**config.mk**
```make
export PLATFORM = sky130hd
export DESIGN_NAME = alu_result_buffer
export DESIGN_NICKNAME = d
export VERILOG_FILES = /design/src/rtl/alu_pkg.sv /design/src/rtl/alu_rb_mem.sv /design/src/rtl/alu_result_buffer.sv
export SDC_FILE = /design/constraint.sdc
export NUM_CORES = 1
export LEC_CHECK = 0
export CORE_UTILIZATION = 40
export CTS_BUF_LIST = sky130_fd_sc_hd__clkbuf_4 sky130_fd_sc_hd__clkbuf_8 sky130_fd_sc_hd__clkbuf_16
export DETAILED_ROUTE_END_ITERATION = 6
export REMOVE_ABC_BUFFERS = 1
export SETUP_SLACK_MARGIN = 0.05
export SKIP_LAST_GASP = 1
export SLEW_MARGIN = 10
export SYNTH_ARGS = -nofsm -noshare
export SYNTH_HDL_FRONTEND = slang
export SYNTH_HIERARCHICAL = 1
export SYNTH_SLANG_ARGS = --single-unit
```
**constraint.sdc**
```tcl
create_clock -name clk -period 8 [get_ports clk]
set_clock_uncertainty 0.15 [all_clocks]
set_input_delay 1.6 -clock clk [delete_from_list [all_inputs] [get_ports clk]]
set_output_delay 1.6 -clock clk [all_outputs]
set_load 0.03 [all_outputs]
```
**src/rtl/alu_pkg.sv**
```systemverilog
// Shared ALU-side definitions: field widths, the NOP opcode and the buffered
// entry record used by the result buffer and its storage.
package alu_pkg;

    localparam int ALU_OP_W     = 4;
    localparam int ALU_DATA_W   = 32;
    localparam int ALU_STATUS_W = 5;
    localparam int ALU_COUNT_W  = 5;

    localparam logic [ALU_OP_W-1:0] ALU_OP_NOP = 4'b0000;

    typedef struct packed {
        logic [ALU_OP_W-1:0]     op;
        logic [ALU_DATA_W-1:0]   result;
        logic [ALU_STATUS_W-1:0] status;
    } alu_entry_t;

    localparam int ALU_ENTRY_W = $bits(alu_entry_t);

endpackage

```
**src/rtl/alu_rb_mem.sv**
```systemverilog
// Result-buffer storage: DEPTH entries, one synchronous write port and one
// asynchronous read port so the head is visible without a read cycle.
module alu_rb_mem
    import alu_pkg::*;
#(
    parameter int DEPTH = 4,
    parameter int AW    = 2
) (
    input  logic          clk,
    input  logic          wr_en,
    input  logic [AW-1:0] wr_addr,
    input  alu_entry_t    wr_data,
    input  logic [AW-1:0] rd_addr,
    output alu_entry_t    rd_data
);

    alu_entry_t mem_q [DEPTH];

    // NOTE: storage carries no reset; occupancy is tracked by the control
    // logic, so stale contents are never treated as valid data.
    always_ff @(posedge clk) begin
        if (wr_en) begin
            mem_q[wr_addr] <= wr_data;
        end
    end

    assign rd_data = mem_q[rd_addr];

endmodule

```
**src/rtl/alu_result_buffer.sv**
```systemverilog
// Show-ahead FIFO for ALU results: filters NOPs, tracks occupancy, ORs the
// status of every accepted entry and flags dropped entries until cleared.
module alu_result_buffer
    import alu_pkg::*;
#(
    parameter int DEPTH = 4
) (
    input  logic                    clk,
    input  logic                    reset_n,
    input  logic                    in_valid,
    input  logic [ALU_OP_W-1:0]     in_op,
    input  logic [ALU_DATA_W-1:0]   in_result,
    input  logic [ALU_STATUS_W-1:0] in_status,
    output logic                    in_ready,
    output logic                    out_valid,
    input  logic                    out_ready,
    output logic [ALU_OP_W-1:0]     out_op,
    output logic [ALU_DATA_W-1:0]   out_result,
    output logic [ALU_STATUS_W-1:0] out_status,
    output logic [ALU_COUNT_W-1:0]  count,
    output logic [ALU_STATUS_W-1:0] sticky_status,
    input  logic                    clear_sticky,
    output logic                    overflow
);

    localparam int AW = (DEPTH > 1) ? $clog2(DEPTH) : 1;
    localparam logic [ALU_COUNT_W-1:0] DEPTH_C = ALU_COUNT_W'(DEPTH);

    logic [AW-1:0]           wr_ptr_q, wr_ptr_d;
    logic [AW-1:0]           rd_ptr_q, rd_ptr_d;
    logic [ALU_COUNT_W-1:0]  count_q, count_d;
    logic [ALU_STATUS_W-1:0] sticky_q, sticky_d;
    logic                    overflow_q, overflow_d;

    logic       is_op, push, pop, drop;
    alu_entry_t wr_entry, head_entry;

    assign is_op     = in_valid && (in_op != ALU_OP_NOP);
    assign out_valid = (count_q != '0);
    assign pop       = out_valid && out_ready;
    // A pop frees the slot the same edge, so a full buffer still accepts.
    assign in_ready  = (count_q < DEPTH_C) || pop;
    assign push      = is_op && in_ready;
    assign drop      = is_op && !in_ready;

    assign wr_entry = '{op: in_op, result: in_result, status: in_status};

    // NOTE: every next-state signal gets a default first so no latch forms.
    always_comb begin
        wr_ptr_d   = wr_ptr_q;
        rd_ptr_d   = rd_ptr_q;
        count_d    = count_q + ALU_COUNT_W'(push) - ALU_COUNT_W'(pop);
        sticky_d   = sticky_q;
        overflow_d = overflow_q;

        if (push) wr_ptr_d = wr_ptr_q + 1'b1;
        if (pop)  rd_ptr_d = rd_ptr_q + 1'b1;

        if (clear_sticky) begin
            sticky_d   = push ? in_status : '0;
            overflow_d = drop;
        end else begin
            if (push) sticky_d = sticky_q | in_status;
            if (drop) overflow_d = 1'b1;
        end
    end

    // NOTE: state registers use non-blocking assignments so every flop
    // samples pre-edge values regardless of statement order.
    always_ff @(posedge clk) begin
        if (!reset_n) begin
            wr_ptr_q   <= '0;
            rd_ptr_q   <= '0;
            count_q    <= '0;
            sticky_q   <= '0;
            overflow_q <= 1'b0;
        end else begin
            wr_ptr_q   <= wr_ptr_d;
            rd_ptr_q   <= rd_ptr_d;
            count_q    <= count_d;
            sticky_q   <= sticky_d;
            overflow_q <= overflow_d;
        end
    end

    alu_rb_mem #(
        .DEPTH (DEPTH),
        .AW    (AW)
    ) u_mem (
        .clk     (clk),
        .wr_en   (push && reset_n),
        .wr_addr (wr_ptr_q),
        .wr_data (wr_entry),
        .rd_addr (rd_ptr_q),
        .rd_data (head_entry)
    );

    assign out_op        = head_entry.op;
    assign out_result    = head_entry.result;
    assign out_status    = head_entry.status;
    assign count         = count_q;
    assign sticky_status = sticky_q;
    assign overflow      = overflow_q;

endmodule

```
==> impl_metrics.env, run 1 <==
export IMPL_slowest_stage="clkdlybuf4s50_1"
export IMPL_gr_total_overflow=0
export IMPL_grt_setup_unrepaired="false"
export IMPL_ys_seq_elements=179
export IMPL_leakagePower_nw=2.77
export IMPL_hold_class="reg -> reg"
export IMPL_clk_pin_slew_ps=60
export IMPL_ys_flop_type="edfxtp_1"
export IMPL_placed_area_mm2=0.00797
export IMPL_die_y_um=132
export IMPL_hpwl_um=7010
export IMPL_setup_viol=0
export IMPL_track_usage=0.147
export IMPL_crit_required_ps=6250
export IMPL_cts_resized=0
export IMPL_clock_latency_ps=420
export IMPL_coreArea_mm2=0.0166
export IMPL_syn_inst=296
export IMPL_p_per_area_mw_per_mm2=337
export IMPL_path_max_fanout=7
export IMPL_fillers=1322
export IMPL_syn_area_mm2=0.00678
export IMPL_synthMostInstantiatedCell="edfxtp_1"
export IMPL_crit_family="buffers and inverters"
export IMPL_fmax_mhz=207
export IMPL_cts_sinks=179
export IMPL_grt_pass1_vias=3404
export IMPL_slew_limit_headroom=0.410
export IMPL_syn_to_final_growth_pct=26.8
export IMPL_fin_area_mm2=0.00859
export IMPL_viasPerCell=5.02
export IMPL_clockBufferDepth=2
export IMPL_routed_wl_um=11900
export IMPL_yosysTopAreaCellShare=0.727
export IMPL_ys_types=37
export IMPL_grt_pass1_wl_um=18700
export IMPL_start_util=0.409
export IMPL_vias=3217
export IMPL_post_cts_hold_buffer_count=0
export IMPL_cp_num_buf_inv=3
export IMPL_drv_slew=0
export IMPL_ios=100
export IMPL_antenna_found_initial=0
export IMPL_synth_area_leader_cell="edfxtp_1"
export IMPL_synth_edff_count=164
export IMPL_post_synth_cell_area_avg_um2=22.9
export IMPL_cpPeakStageDelay_ps=660
export IMPL_status="finished clean"
export IMPL_cp_num_cells=4
export IMPL_worstHoldEndpoint="sticky_status[1]"
export IMPL_r2r_slack_ps=5190
export IMPL_cts_setup_buffers=0
export IMPL_wl_per_cell_um=18.6
export IMPL_cts_tree="built"
export IMPL_dieWidth_um=132
export IMPL_cts_root_buf="clkbuf_16"
export IMPL_critPathMostFrequentCell="clkdlybuf4s50_1"
export IMPL_fin_crit_sh=0.603
export IMPL_reg2regPathDepth=7
export IMPL_hold_viol_final=0
export IMPL_r2r_end="u_mem/mem_q[0][8]"
export IMPL_final_layout_size_suffix_gt1_frac=0.209
export IMPL_cap_viol_max_count=0
export IMPL_seq_area_frac_synth=0.771
export IMPL_holdPathStages=1
export IMPL_drc=0
export IMPL_drt_initial_drc_count=188
export IMPL_setup_tns_ps=0
export IMPL_end_kind="output pin"
export IMPL_synth_area_leaders="edfxtp_1, mux4_2, dfxtp_1"
export IMPL_ant_nets=0
export IMPL_critPathLaunchType="primary input"
export IMPL_cts_htree_levels=4
export IMPL_cts_buffers=17
export IMPL_diodes=0
export IMPL_synthArstFlopShare=0
export IMPL_gp_congestion=0.753
export IMPL_numPortBuffers=99
export IMPL_worstPathArrival_ps=3070
export IMPL_grt_max_degree=44
export IMPL_worstMarginPinSlew_ps=886
export IMPL_rr_startpoint="count[4]"
export IMPL_rows=47
export IMPL_irDropWorstVdd_mv=0.188
export IMPL_netlist_top_cells_count="edfxtp_1, mux4_2, dfxtp_1, inv_1"
export IMPL_yosysWarnings=6
export IMPL_hp_start="sticky_status[1]"
export IMPL_nets=462
export IMPL_firstDrtPassIters=4
export IMPL_p_total_mw=2.90
export IMPL_die_area_mm2=0.0175
export IMPL_crit_type="in -> out"
export IMPL_finalCriticalPeriod_ps=4820
export IMPL_path_cells="clkdlybuf4s50_1 > a21oi_4 > inv_1 > clkdlybuf4s50_1"
area by class of cell:
class,instances,area [um^2],area share
inverters,9,33.8,0.00393
clock inverters,6,62.6,0.00728
repair buffers,104,1030,0.120
clock buffers,26,559,0.0651
multi-input cells,97,1400,0.163
flip-flops and latches,179,5230,0.609
well taps,220,275,0.0321
metal layers:
| layer | vias to the layer above | part of all wire | global-route usage |
|---|---|---|---|
| li1 | 1455 | - | - |
| met1 | 1658 | 0.44 | 0.192 |
| met2 | 88 | 0.49 | 0.234 |
| met3 | 16 | 0.053 | 0.0415 |
| met4 | 0 | 0.016 | 0.0581 |
| met5 | - | 0 | 0 |
worst max path at each step:
stage / from / endpoint / slack, ps
floorplan: reset_n / u_mem/mem_q[0][0] / 2140
global placement: out_ready / in_ready / 3200
detailed placement: out_ready / in_ready / 3190
CTS: out_ready / in_ready / 3180
global route: out_ready / in_ready / 3120
finish: out_ready / in_ready / 3180
power by group:
part	internal, mW	switching, mW
sequential	1.10	0.0888
clock	0.514	0.322
combinational	0.425	0.450
total	2.04	0.860
layout by cell type, fill, tap and decap left out, types with 2 or more instances in the layout:
cell type,n
nand2_1,2
and3b_2,2
nand3_1,2
dfxtp_1,13
nand2b_1,2
clkbuf_8,5
a21o_1,2
clkdlybuf4s50_1,99
clkinv_2,2
nor2_1,7
xor2_1,3
clkbuf_4,2
clkbuf_16,19
ha_1,7
buf_4,5
mux4_2,40
inv_1,8
edfxtp_1,164
o21ai_0,2
clkinvlp_4,3
a21oi_1,6
a22o_1,5
flip-flops by register name, indices dropped and copies added (netlist names):
| signal | count |
|---|---|
| count | 5 |
| overflow | 1 |
| rd_ptr_q | 2 |
| sticky_status | 5 |
| u_mem/mem_q | 164 |
| wr_ptr_q | 2 |
cells by family after synthesis:
family	count (synthesis)	synth area share
adder cells (fa/ha/maj)	8	0.0159
multiplexers	41	0.137
flip-flops	179	0.771
AO/OA/AOI/OAI	21	0.0260
XOR/XNOR	4	0.00517
buffers and inverters	20	0.0236
AND/OR/NAND/NOR	23	0.0212
worst reg2reg max path, cell delays in order (launching register included):
cell	delay, ps
dfxtp_1	380
inv_1	80
ha_1	170
a21boi_0	460
a21oi_4	110
nor3_4	280
nor3b_2	240
buf_4	540
per-stage QoR:
stage / hold slack [ps] / cells / util / setup slack (ps)
after global routing: 363 / 641 / 0.518 / 3120
after global placement: 314 / 609 / 0.480 / 3200
final: 329 / 641 / 0.518 / 3180
after CTS: 335 / 641 / 0.518 / 3180
after detailed placement: 307 / 609 / 0.480 / 3190
after floorplan: 334 / 285 / - / 2140
(Power assumes the default switching activity.)
==> inputs of run 2 (changes only) <==
- clock period: 8 -> 4.85 ns (I/O delays scaled with it)
==> run 2 against run 1 <==
  * Combinational power is 66% higher
  * Non-clock buffer count is 2 higher
  * Global-route usage is 0.68 points higher
  * Clock power is 62% higher
  * Worst setup slack worse by 2100 ps
  * Die area stayed put
  * Count of clock-buffer cells in the layout is 5 lower
  * Cell area is 0.17% lower
  * Power is 65% higher
  * Critical path depth is 2 lower
  * First-iteration DRC count is 22% lower
  * Critical path type is now reg -> out
  * Register-to-register slack worse by 3300 ps
==> impl_metrics.env, run 2 (synthesis results as in run 1) <==
export IMPL_cap_viol_max_count=0
export IMPL_diodes=0
export IMPL_cts_tree="built"
export IMPL_largest_register_ffs=164
export IMPL_ios=100
export IMPL_hp_start="sticky_status[3]"
export IMPL_grt_pass1_vias=3480
export IMPL_ant_nets=0
export IMPL_rr_startpoint="count[3]"
export IMPL_regArea_mm2=0.00523
export IMPL_slew_limit_headroom=0.411
export IMPL_die_y_um=132
export IMPL_cts_resized=0
export IMPL_critPathLaunchType="register"
export IMPL_gp_congestion=0.768
export IMPL_numPortBuffers=99
export IMPL_fillers=1330
export IMPL_p_per_area_mw_per_mm2=556
export IMPL_wl_met2_um=5940
export IMPL_wl_per_cell_um=19.0
export IMPL_vias=3249
export IMPL_pre_cts_ws_ps=1010
export IMPL_final_common_cell="edfxtp_1"
export IMPL_top_register="u_mem/mem_q"
export IMPL_start_util=0.409
export IMPL_cts_sinks=179
export IMPL_setup_tns_ps=0
export IMPL_crit_type="reg -> out"
export IMPL_cts_setup_buffers=0
export IMPL_syn_to_final_growth_pct=26.5
export IMPL_setup_viol=0
export IMPL_setup_ws_ps=1060
export IMPL_drt_met1_wl_um=5510
export IMPL_finalCriticalPeriod_ps=3790
export IMPL_grt_pass1_wl_um=19600
export IMPL_drc=0
export IMPL_coreArea_mm2=0.0166
export IMPL_wl_met3_um=603
export IMPL_rows=47
export IMPL_hold_viol_final=0
export IMPL_final_layout_size_suffix_gt1_frac=0.210
export IMPL_top_layer="met4"
export IMPL_clk_pin_slew_ps=60
export IMPL_irDropWorstVdd_mv=0.296
export IMPL_track_usage=0.154
export IMPL_worstPathArrival_ps=2670
export IMPL_worstSetupStartpoint="rd_ptr_q[0]"
export IMPL_drt_initial_drc_count=146
export IMPL_clockBufferDepth=2
export IMPL_post_cts_hold_buffer_count=0
export IMPL_dieWidth_um=132
export IMPL_fin_crit_sh=0.781
export IMPL_routed_wl_um=12200
export IMPL_antenna_found_initial=0
export IMPL_grt_max_degree=44
export IMPL_clock_latency_ps=420
export IMPL_fin_area_mm2=0.00857
export IMPL_cts_htree_levels=4
export IMPL_p_total_mw=4.77
export IMPL_worstMarginPinSlew_ps=884
export IMPL_hpwl_um=7390
export IMPL_final_cells=643
export IMPL_whs_ps=327
export IMPL_final_util=0.517
export IMPL_reg2regPathDepth=7
export IMPL_die_area_mm2=0.0175
export IMPL_leakagePower_nw=2.77
export IMPL_status="finished clean"
export IMPL_viasPerCell=5.05
export IMPL_gr_total_overflow=0
export IMPL_fmax_mhz=264
export IMPL_path_max_fanout=43
export IMPL_placed_cells=611
export IMPL_drv_slew=0
export IMPL_nets=464
export IMPL_holdPathStages=1
export IMPL_final_cell_mix="edfxtp_1, clkdlybuf4s50_1, mux4_2"
export IMPL_placed_area_mm2=0.00798
export IMPL_hold_class="reg -> reg"
export IMPL_grt_setup_unrepaired="false"
export IMPL_crit_required_ps=3730
export IMPL_multiInputGateArea_mm2=0.00140
export IMPL_firstDrtPassIters=4
export IMPL_end_kind="output pin"
export IMPL_cts_buffers=17
export IMPL_cts_root_buf="clkbuf_16"
-- run 2: changes by cell type in the layout (fill, tap and decap cells not counted) --
cell       before  now
clkbuf_16      19   17
clkbuf_8        5    0
clkbuf_4        2    4
bufinv_16       1    3
buf_4           5    7
clkinv_2        2    4
clkinv_1        1    2
-- run 2: power breakdown --
group,internal [mW],switching (mW)
clock,0.826,0.529
combinational,0.702,0.748
sequential,1.81,0.152
total,3.34,1.43
-- run 2: area by class of cell --
| class | instances | area share |
|---|---|---|
| repair buffers | 106 | 0.122 |
| multi-input cells | 97 | 0.163 |
| flip-flops and latches | 179 | 0.610 |
| clock buffers | 21 | 0.0531 |
| clock inverters | 11 | 0.0159 |
| well taps | 220 | 0.0321 |
| inverters | 9 | 0.00394 |
-- run 2: per-layer routing --
metal / vias to the layer above / global-route usage
met2: 98 / 0.241
li1: 1454 / -
met3: 14 / 0.0442
met4: 0 / 0.0640
met1: 1683 / 0.202
met5: - / 0
-- run 2: critical path: stages, from the launching register on --
cell	delay, ps
dfxtp_4	940
mux4_1	680
clkdlybuf4s50_1	620
-- run 2: worst paths after layout --
path | endpoint | slack, ps
setup / recovery | out_op[3] | 1060
hold reg to reg | sticky_status[3] | 330
hold / removal | sticky_status[3] | 330
setup reg to reg | u_mem/mem_q[3][40] | 1870
==> inputs of run 3 (changes only) <==
- clock period: 4.85 -> 3.4 ns (I/O delays scaled with it)
==> run 3 against run 2 <==
  * Critical path depth up 1
  * Clock power grew 44%
  * Via count is 1.4% higher
  * Die area stayed put
  * Global-route usage up 0.12 points
  * Largest cell class unchanged
==> impl_metrics.env, run 3 (synthesis results as in run 1) <==
export IMPL_status="finished clean"
export IMPL_grt_max_degree=38
export IMPL_fmax_mhz=311
export IMPL_hold_class="reg -> reg"
export IMPL_grt_pass1_wl_um=19600
export IMPL_top_register="u_mem/mem_q"
export IMPL_dieWidth_um=132
export IMPL_coreArea_mm2=0.0166
export IMPL_cts_buffers=17
export IMPL_antenna_found_initial=0
export IMPL_clk_pin_slew_ps=60
export IMPL_gp_congestion=0.739
export IMPL_crit_required_ps=2570
export IMPL_worstPathArrival_ps=2390
export IMPL_final_util=0.526
export IMPL_cts_resized=1
export IMPL_critPathLaunchType="register"
export IMPL_ios=100
export IMPL_cts_sinks=179
export IMPL_wl_per_cell_um=19.0
export IMPL_final_cells=650
export IMPL_clockBufferDepth=2
export IMPL_cts_setup_buffers=0
export IMPL_p_total_mw=6.89
export IMPL_track_usage=0.155
export IMPL_irDropWorstVdd_mv=0.406
export IMPL_drc=0
export IMPL_diodes=0
export IMPL_setup_viol=0
export IMPL_fin_area_mm2=0.00872
export IMPL_viasPerCell=5.07
export IMPL_nets=473
export IMPL_numPortBuffers=99
export IMPL_hold_viol_final=0
export IMPL_die_area_mm2=0.0175
export IMPL_grt_pass1_vias=3497
export IMPL_post_cts_hold_buffer_count=0
export IMPL_cts_tree="built"
export IMPL_hpwl_um=7580
export IMPL_cap_viol_max_count=0
export IMPL_drv_slew=0
export IMPL_clock_latency_ps=420
export IMPL_final_common_cell="edfxtp_1"
export IMPL_crit_type="reg -> out"
export IMPL_die_y_um=132
export IMPL_drt_initial_drc_count=128
export IMPL_firstDrtPassIters=5
export IMPL_routed_wl_um=12300
export IMPL_end_kind="output pin"
export IMPL_cts_htree_levels=4
export IMPL_rows=47
export IMPL_placed_area_mm2=0.00814
export IMPL_fin_crit_sh=0.946
export IMPL_final_cell_mix="edfxtp_1, clkdlybuf4s50_1, mux4_2"
export IMPL_final_layout_size_suffix_gt1_frac=0.223
export IMPL_path_max_fanout=17
export IMPL_start_util=0.409
export IMPL_leakagePower_nw=2.82
export IMPL_syn_to_final_growth_pct=28.7
export IMPL_finalCriticalPeriod_ps=3220
export IMPL_gr_total_overflow=0
export IMPL_cts_root_buf="clkbuf_16"
export IMPL_p_per_area_mw_per_mm2=790
export IMPL_grt_setup_unrepaired="false"
export IMPL_worstMarginPinSlew_ps=521
export IMPL_ant_nets=0
export IMPL_vias=3293
export IMPL_placed_cells=620
export IMPL_slew_limit_headroom=0.650
export IMPL_largest_register_ffs=164
export IMPL_whs_ps=327
run 3: final timing paths:
path | startpoint | endpoint | slack, ps | cells past startpoint
setup / recovery | rd_ptr_q[0] | out_result[23] | 180 | 3
hold / removal | sticky_status[2] | sticky_status[2] | 330 | 1
setup reg to reg | count[3] | count[4] | 540 | 12
hold reg to reg | sticky_status[2] | sticky_status[2] | 330 | 1
run 3: final cells by class:
cell class,instances,area (um^2)
well taps,220,275
multi-input cells,97,1400
clock inverters,13,161
flip-flops and latches,179,5230
fillers,1325,7860
repair buffers,115,1200
clock buffers,17,425
inverters,9,33.8
run 3: critical path, cell delays in order, from the launching register on:
cell             delay [ps]
dfxtp_4                 550
buf_12                  240
mux4_2                  520
clkdlybuf4s50_1         640
run 3: power by group:
| group | leakage (nW) | switching [mW] | total, mW | internal (mW) |
|---|---|---|---|---|
| clock network | 0.279 | 0.801 | 1.95 | 1.15 |
| registers | 1.61 | 0.116 | 2.70 | 2.58 |
| logic | 0.937 | 1.18 | 2.24 | 1.07 |
run 3: stage by stage:
step	TNS [ps]	worst slack, ps
after floorplan	-76370	-1830
after global placement	0	154
after detailed placement	0	80.8
after CTS	0	127
after global routing	0	70.9
final	0	184
run 3: layer usage:
metal  GRT usage  share of wire  vias to the layer above
li1            -              -                     1477
met1       0.207           0.46                     1707
met2       0.245           0.49                       92
met3      0.0404          0.041                       17
met4      0.0588          0.016                        0
met5           0              0                        -
